`config.mk`:
```
export PLATFORM = sky130hd
export DESIGN_NAME = mem_port_arbiter
export DESIGN_NICKNAME = d
export VERILOG_FILES = /design/src/rtl/mem_port_arbiter.sv
export SDC_FILE = /design/constraint.sdc
export NUM_CORES = 1
export LEC_CHECK = 0
export BUFFER_PORTS_ARGS = -buffer_cell sky130_fd_sc_hd__buf_4
export CORE_ASPECT_RATIO = 1.25
export CORE_MARGIN = 5
export CORE_UTILIZATION = 35
export CTS_BUF_LIST = sky130_fd_sc_hd__clkbuf_16
export DETAILED_ROUTE_END_ITERATION = 10
export PLACE_DENSITY = 0.68
export SETUP_SLACK_MARGIN = 0.5
export SYNTH_ARGS = -nofsm -noshare
export SYNTH_HDL_FRONTEND = slang
export SYNTH_SLANG_ARGS = --single-unit
```
`constraint.sdc`:
```
create_clock -name clk -period 5 [get_ports clk]
set_clock_uncertainty 0.15 [all_clocks]
set_input_delay 0.25 -clock clk [delete_from_list [all_inputs] [get_ports clk]]
set_output_delay 0.25 -clock clk [all_outputs]
set_load 0.01 [all_outputs]
```
`src/rtl/mem_port_arbiter.sv`:
```
// Single-port memory arbiter between IF (read-only) and MEM (load/store), one LAT-cycle access at a time.
// Optional macro ARB_ROUND_ROBIN_EN: alternate the winner of simultaneous requests instead of fixed MEM priority.
module mem_port_arbiter #(
  parameter int ADDR_W = 32,
  parameter int DATA_W = 32,
  parameter int LAT    = 2
) (
  input  logic              clk,
  input  logic              rst,
  input  logic              if_req,
  input  logic [ADDR_W-1:0] if_addr,
  output logic [DATA_W-1:0] if_rdata,
  output logic              if_ready,
  input  logic              mem_rd_req,
  input  logic              mem_wr_req,
  input  logic [ADDR_W-1:0] mem_addr,
  input  logic [DATA_W-1:0] mem_wdata,
  output logic [DATA_W-1:0] mem_rdata,
  output logic              mem_ready,
  output logic [ADDR_W-1:0] sram_addr,
  output logic [DATA_W-1:0] sram_wdata,
  output logic              sram_re,
  output logic              sram_we,
  input  logic [DATA_W-1:0] sram_rdata,
  output logic              freeze_if,
  output logic              freeze_mem
);

  localparam int CNT_W = $clog2(LAT + 1);
  localparam logic [CNT_W-1:0] CNT_LOAD = CNT_W'(LAT - 1);
  localparam logic G_IF  = 1'b0;
  localparam logic G_MEM = 1'b1;

  typedef enum logic [1:0] {
    S_IDLE   = 2'd0,
    S_ACCESS = 2'd1,
    S_DONE   = 2'd2
  } state_t;

  state_t            state_q, state_d;
  logic [CNT_W-1:0]  cnt_q, cnt_d;
  logic              grant_q, grant_d;
  logic              we_q, we_d;
  logic [ADDR_W-1:0] addr_q, addr_d;
  logic [DATA_W-1:0] wdata_q, wdata_d;
  logic [DATA_W-1:0] if_rdata_q, if_rdata_d;
  logic [DATA_W-1:0] mem_rdata_q, mem_rdata_d;
  logic [ADDR_W-1:0] sram_addr_q, sram_addr_d;
  logic [DATA_W-1:0] sram_wdata_q, sram_wdata_d;
  logic              sram_re_q, sram_re_d;
  logic              sram_we_q, sram_we_d;
  logic              mem_any_s;
  logic              pick_mem_s;

  assign mem_any_s = mem_rd_req | mem_wr_req;

`ifdef ARB_ROUND_ROBIN_EN
  logic last_grant_q, last_grant_d;

  // MEM wins when alone, or when IF won the previous arbitration
  assign pick_mem_s = mem_any_s & (~if_req | (last_grant_q == G_IF));

  // Remember the winner of the most recent arbitration
  always_ff @(posedge clk) begin
    if (rst) begin
      last_grant_q <= G_IF;
    end else begin
      last_grant_q <= last_grant_d;
    end
  end

  // Update the winner record only when an access is launched
  always_comb begin
    last_grant_d = last_grant_q;
    if ((state_q == S_IDLE) && (mem_any_s || if_req)) begin
      last_grant_d = pick_mem_s;
    end else begin
      last_grant_d = last_grant_q;
    end
  end
`else
  // MEM holds the older instruction, so it always wins a tie
  assign pick_mem_s = mem_any_s;
`endif

  // Next-state, latched request and captured read data
  always_comb begin
    state_d     = state_q;
    cnt_d       = cnt_q;
    grant_d     = grant_q;
    we_d        = we_q;
    addr_d      = addr_q;
    wdata_d     = wdata_q;
    if_rdata_d  = if_rdata_q;
    mem_rdata_d = mem_rdata_q;
    case (state_q)
      S_IDLE: begin
        if (mem_any_s || if_req) begin
          grant_d = pick_mem_s ? G_MEM : G_IF;
          addr_d  = pick_mem_s ? mem_addr : if_addr;
          wdata_d = pick_mem_s ? mem_wdata : {DATA_W{1'b0}};
          we_d    = pick_mem_s & mem_wr_req;
          cnt_d   = CNT_LOAD;
          state_d = S_ACCESS;
        end else begin
          state_d = S_IDLE;
        end
      end
      S_ACCESS: begin
        if (cnt_q != {CNT_W{1'b0}}) begin
          cnt_d = cnt_q - CNT_W'(1);
        end else begin
          if (!we_q && (grant_q == G_MEM)) begin
            mem_rdata_d = sram_rdata;
          end else if (!we_q) begin
            if_rdata_d = sram_rdata;
          end else begin
            mem_rdata_d = mem_rdata_q;
          end
          state_d = S_DONE;
        end
      end
      S_DONE: begin
        state_d = S_IDLE;
      end
      default: begin
        state_d = S_IDLE;
      end
    endcase
  end

  // Bus strobes are registered and mirror the state we are about to enter
  always_comb begin
    sram_re_d    = 1'b0;
    sram_we_d    = 1'b0;
    sram_addr_d  = {ADDR_W{1'b0}};
    sram_wdata_d = {DATA_W{1'b0}};
    if (state_d == S_ACCESS) begin
      sram_re_d    = ~we_d;
      sram_we_d    = we_d;
      sram_addr_d  = addr_d;
      sram_wdata_d = wdata_d;
    end else begin
      sram_re_d = 1'b0;
    end
  end

  // State and datapath registers
  always_ff @(posedge clk) begin
    if (rst) begin
      state_q      <= S_IDLE;
      cnt_q        <= {CNT_W{1'b0}};
      grant_q      <= G_IF;
      we_q         <= 1'b0;
      addr_q       <= {ADDR_W{1'b0}};
      wdata_q      <= {DATA_W{1'b0}};
      if_rdata_q   <= {DATA_W{1'b0}};
      mem_rdata_q  <= {DATA_W{1'b0}};
      sram_addr_q  <= {ADDR_W{1'b0}};
      sram_wdata_q <= {DATA_W{1'b0}};
      sram_re_q    <= 1'b0;
      sram_we_q    <= 1'b0;
    end else begin
      state_q      <= state_d;
      cnt_q        <= cnt_d;
      grant_q      <= grant_d;
      we_q         <= we_d;
      addr_q       <= addr_d;
      wdata_q      <= wdata_d;
      if_rdata_q   <= if_rdata_d;
      mem_rdata_q  <= mem_rdata_d;
      sram_addr_q  <= sram_addr_d;
      sram_wdata_q <= sram_wdata_d;
      sram_re_q    <= sram_re_d;
      sram_we_q    <= sram_we_d;
    end
  end

  // A requester that withdrew during the access gets no ready pulse
  assign if_ready   = (state_q == S_DONE) && (grant_q == G_IF) && if_req;
  assign mem_ready  = (state_q == S_DONE) && (grant_q == G_MEM) && mem_any_s;
  assign freeze_if  = if_req & ~if_ready;
  assign freeze_mem = mem_any_s & ~mem_ready;

  assign if_rdata   = if_rdata_q;
  assign mem_rdata  = mem_rdata_q;
  assign sram_addr  = sram_addr_q;
  assign sram_wdata = sram_wdata_q;
  assign sram_re    = sram_re_q;
  assign sram_we    = sram_we_q;

endmodule

```
== Word level (Yosys, flattened, before mapping) ==
Index checks and enable logic that the tools add are counted.
Storage, ports and cells
  bits in writable memories: 0
  register bits after elaboration: 200
  output and inout port bits: 134
  word-level logic and storage cells: 60
  input port bits: 133
  bits in read-only memories: 0
  latch bits: 0
  memories: 0
Operators by class
  shift-type cells: 0
  mux-type cells: 15
  $lt $le $gt $ge: 0
  $mul: 0
  div/mod/pow operators: 0
  add/subtract/negate cells: 1
  reduce and logical (&&, ||, !) cells: 15
  eq/ne operators: 5
  bitwise gates (word level): 12
Operators with widths (number)
  $mux 32: 6
  $not 1->1: 8
  $pmux 2 s2: 2
  $mux 2: 3
  $reduce_and 3->1: 2
  $logic_and 1x1->1: 5
  $eq 2x1->1 const B: 2
  $mux 1: 4
  $ne 2x2->1 const B: 2
  $reduce_and 4->1: 1
  $reduce_bool 2->1: 2
  $and 1x1->1: 3
  $eq 2x2->1 const B: 1
  $logic_not 2->1: 1
  $reduce_and 2->1: 1
  $reduce_or 2->1: 1
  $sub 2x1->2 const B: 1
  $logic_not 1->1: 1
  $logic_or 1x1->1: 1
  $or 1x1->1: 1

== Longest topological paths before layout ==
  word-level depth: 7
  depth in mapped cells: 7
  depth with buffers taken out: 5

== Worst setup path before layout ==
OpenSTA, ideal clock, no wires.
  path kind: register to register
  start point: reg state_q[1]
  end point: reg addr_q[25]
  library setup time: 0.132 ns
  stages on the path, launching flop included: 7
  clock period less this slack: 1.777 ns
  setup slack: 3.223 ns
  path buffers: 3
  required time: 4.718 ns
  arrival time: 1.495 ns
  cells stage by stage: dfxtp_1 clkbuf_1 or2_1 buf_6 clkbuf_2 a2111oi_4 nor3_1
On the way
  cells in the longest elaborated chain, start to end: 2
RTL lines
  start: declaration: RTL line 40  | state_t state_q, state_d;
  start signal: assignment: RTL line 164  | state_q <= state_d;
  $logic_not 2->1: RTL line 96  | case (state_q)
  $mux 32: RTL line 96
  end signal: assignment: RTL line 155  | addr_q <= {ADDR_W{1'b0}};
  end signal: assignment: RTL line 168  | addr_q <= addr_d;
  end: declaration: RTL line 44  | logic [ADDR_W-1:0] addr_q, addr_d;
Every way passes these cells.
A chain may end at the register's enable or synchronous reset.

== Worst setup path in the final report ==
  start point: reg state_q[0]
  end point: reg sram_addr_q[16] (netlist: sram_addr[16])
On the way
  cells in the longest elaborated chain, start to end: 5
  elaborated cells on any way between the ends: 8
  those cells by class: 2 x eq/ne; 3 x mux; 1 x bitwise; 2 x reduce/logical
RTL lines
  $eq 2x1->1 (tied with other cells): RTL line 96
  $pmux 2 s2: RTL line 96
  $eq 2x1->1: RTL line 138  | if (state_d == S_ACCESS) begin
  $not 1->1 (no source line)
  $reduce_or 2->1 (no source line)
  end signal: assignment: RTL line 159  | sram_addr_q <= {ADDR_W{1'b0}};
  end signal: assignment: RTL line 172  | sram_addr_q <= sram_addr_d;
  end: declaration: RTL line 48  | logic [ADDR_W-1:0] sram_addr_q, sram_addr_d;
Parallel ways exist; a longest one is shown, timed or not.

==> impl_results.md <==
- Net Switching: 1.11 mW
- Setup-failing EPs final: 0
- DRC: 0
- Largest area contributor in the netlist: dfxtp_1
- Period utilization: 0.503
- Sequential share of power: 0.456
- Clock share of power: 0.347
- Post-synthesis net count: between 800 and 900
- Ant. Diodes: 0
- R2r startpoint: state_q[0]$_SDFF_PP0_
- Leakage dissipation: between 4 and 5 nW
- Hold Path Class: in -> reg
- Detailed Routing Iterations Pass 1: 5
- Die area: roughly 0.024 mm2
- Yosys cell types: 35
- Setup Total Neg Slack: 0 ps
- Setup Crit Path Kind: reg -> reg
- Pwr dens: 373 mW/mm2
- Via Count: approximately 6700
- Mapped Area: 0.00735 mm2
- Initial antenna violation count: 0
- Max Slew Vio Count: 0
- CTS tree: yes
- Nets@finish: approximately 1200
- Slowest cell on crit path: a2111oi_0
- Utilization after layout: 0.514
- Mean Syn Cell Area: between 9 and 10 um2
- Yosys reg bits: 200
- Post-cts gate resize count: 0
- Vias in the first global route: about 6800
- GR Util All Layers: 0.180
- Met1 Use GR: 0.214
- Power Internal: about 2.9 mW
- WL/cell: roughly 17 um
- Area contributors post-synth: dfxtp_1 (54%), mux2i_1 (8.7%), a21oi_1 (6.8%)
- Row Count: 59
- Routability congestion estimate from global placement: around 0.80
- Fraction of layout cells with a size suffix above 1: 0.304
- R2R Setup Slk: between 2000 and 2500 ps
- Number of buffers created by CTS: 17
- Critical path's top delay family: simple AND/OR/NAND/NOR gates
- Global-route wire length before repair: between 30000 and 40000 um
- Core Area: around 0.021 mm2
- Routed WL: 22500 um
- Initial DRC Count: roughly 400
- Worst Path Required: 5130 ps
- Reg2reg end: sram_addr[16]$_SDFF_PP0_
- GRT overflow: 0
- # hold bufs at CTS: between 60 and 70
- DR vias/cell: roughly 5.0
- Sw frac: 0.280
- Setup crit end: sram_addr[16]$_SDFF_PP0_
- Detailed Place HPWL: about 14000 um
- # port buffers: ~270
- Met3 Track Usage GR: 0.0542
- Clock edge transition at the registers on the reported setup and hold paths: ~70 ps
- CTS root buffer: clkbuf_16
- Syn. warnings: 0
- Max H-tree Level: 4
- Clock sinks: 200
- Crit path cell chain: or2_2 -> buf_4 -> a2111oi_0 -> nor3_1
- Type of origin of the critical path: register
- Crit path depth: 4
- Critical-path maximum fanout: 40
- Reg2Reg Depth: 4
- Maximum clock rate: about 0.40 GHz
- Worst Path Arrival: between 2000 and 3000 ps
- IO Pins: around 270
- Setup crit start: state_q[0]$_SDFF_PP0_
- Largest net degree at the start of global routing: 98
- Slew HR: 0.342
- Fillers: between 1500 and 2000
- Skew-Pair Late Insertion Delay: 410 ps
- GR Util met2: 0.308
- Post-Synthesis Cells: about 760
- Max incr delay on CP: between 600 and 700 ps
- Postcts setup bufs: 0
- Die width: between 100 and 150 um
- Overall power: around 4.0 mW
- Die height: ~170 um
- Actual slew at the worst max-slew pin: ~990 ps
- Most Crowded Layer GR: met2
- Outcome: finished, final reports clean
- Post-synth top area share: 0.545
- Worst VDD drop: roughly 0.22 mV
- Proportion of power drawn by combinational gates: 0.197
- Fin. Hold Viols: 0
- Min cycle time layout: between 2000 and 3000 ps
- Max Cap Viol: 0
- Area grow syn2layout: 45.1%
- Clk buf depth: 2
- Remaining antenna violation count after routing: 0
- Worst Path Buf+Inv: 1
- RSZ-0062 raised after global routing: no
- Initial Util: 0.354
- Register area share after synthesis: 0.545
- Setup crit end kind: register
[flip-flops by register name (all words and copies together) (netlist names), 2 cells and up]
register	cells
addr_q	32
if_rdata	32
mem_rdata	32
sram_addr	32
sram_wdata	32
wdata_q	32
cnt_q	2
state_q	2
[how the worst min path moves through the flow]
stage / from / endpoint / slack, ps / depth (start not counted)
5_1_grt: sram_rdata[24] / mem_rdata[24]$_SDFFE_PP0P_ / 8 / 3
3_3_place_gp: if_rdata[18]$_SDFFE_PP0P_ / if_rdata[18]$_SDFFE_PP0P_ / 290 / 2
3_5_place_dp: if_rdata[23]$_SDFFE_PP0P_ / if_rdata[23]$_SDFFE_PP0P_ / 300 / 2
2_1_floorplan: sram_rdata[0] / mem_rdata[0]$_SDFFE_PP0P_ / 260 / 2
6_report: sram_rdata[24] / mem_rdata[24]$_SDFFE_PP0P_ / 20 / 3
4_1_cts: sram_rdata[24] / if_rdata[24]$_SDFFE_PP0P_ / 4 / 3
[routing by layer]
metal / wire length (um) / vias to the layer above
li1: - / 3259
met1: 9300 / 3160
met2: 11000 / 254
met3: 1630 / 37
met4: 602 / 0
met5: 0 / -
[cell usage in the layout (no fill, tap or decap), types with 2 or more instances in the layout]
master	synthesis	routed
bufinv_16	0	2
and4_1	2	2
clkinv_4	0	3
inv_6	0	3
o21ai_0	35	35
inv_8	0	3
inv_1	6	6
or2_2	1	2
clkinv_1	0	2
a2111oi_0	26	26
dlygate4sd3_1	0	62
a31oi_1	2	2
o21a_1	32	32
nand3_1	32	32
clkbuf_16	0	17
dfxtp_1	200	200
nor2_4	0	2
buf_4	4	274
nor3_1	65	65
a2111oi_4	6	6
a21oi_1	100	100
mux2i_1	64	64
nand2_1	98	98
nor2_1	4	2
clkinv_2	0	2
[cell type report]
type	count	area [um2]	area share
Sequential cell	200	4000	0.376
Timing Repair Buffer	336	2680	0.251
Clock inverter	15	164	0.0154
Clock buffer	17	425	0.0399
Tap cell	274	343	0.0322
Inverter	7	26.3	0.00246
Multi-Input combinational cell	480	3020	0.283
[metrics by stage]
step	area [um2]	instances	hold slack (ps)	setup slack, ps
floorplan	7350	759	262	3220
global placement	9450	1235	294	2450
detailed placement	9450	1235	299	2460
CTS	10700	1329	3.88	2460
global route	10700	1329	7.62	2260
finish	10700	1329	22.3	2480
[worst min-delay path, stage by stage]
cell and delay, ps:
buf_4 90, nand2_1 80, mux2i_1 120
[power by group through the flow]
stage	clock [mW]	sequential (mW)	combinational, mW
3_3_place_gp	0	1.85	0.736
6_report	1.38	1.81	0.783
2_1_floorplan	0	1.88	0.380
5_1_grt	1.47	1.83	0.855
3_5_place_dp	0	1.85	0.746
4_1_cts	1.42	1.81	0.787
[synth_stat cells]
| master | instances |
|---|---|
| dfxtp_1 | 200 |
| a211oi_1 | 1 |
| nor3_2 | 1 |
| a21oi_1 | 100 |
| nor3b_1 | 1 |
| nor2_1 | 4 |
| buf_4 | 4 |
| inv_1 | 6 |
| buf_2 | 9 |
| and3b_1 | 1 |
| nand2_1 | 98 |
| a2111oi_4 | 6 |
| inv_2 | 1 |
| o211ai_2 | 1 |
| and4_1 | 2 |
| nand3_1 | 32 |
| nor4b_1 | 1 |
| o21a_1 | 32 |
| buf_1 | 3 |
| clkbuf_2 | 1 |
| a31o_2 | 1 |
| or4b_1 | 1 |
| buf_6 | 4 |
| nor4b_4 | 1 |
| or2_1 | 1 |
| a2111oi_0 | 26 |
| mux2i_1 | 64 |
| clkbuf_1 | 51 |
| or3_1 | 1 |
| nor3_1 | 65 |
| nand2b_4 | 1 |
| o21ai_0 | 35 |
| a31oi_1 | 2 |
| ha_1 | 1 |
| or2_2 | 1 |
[cells by family after synthesis]
family,after synthesis,synth area share
AOI/OAI and AO/OA,204,0.184
adders and majority gates,1,0.00170
muxes,64,0.0872
DFF,200,0.545
and+or+nand+nor,211,0.134
buffers and inverters,79,0.0482
Note: power is estimated with default switching activity, not from simulation.
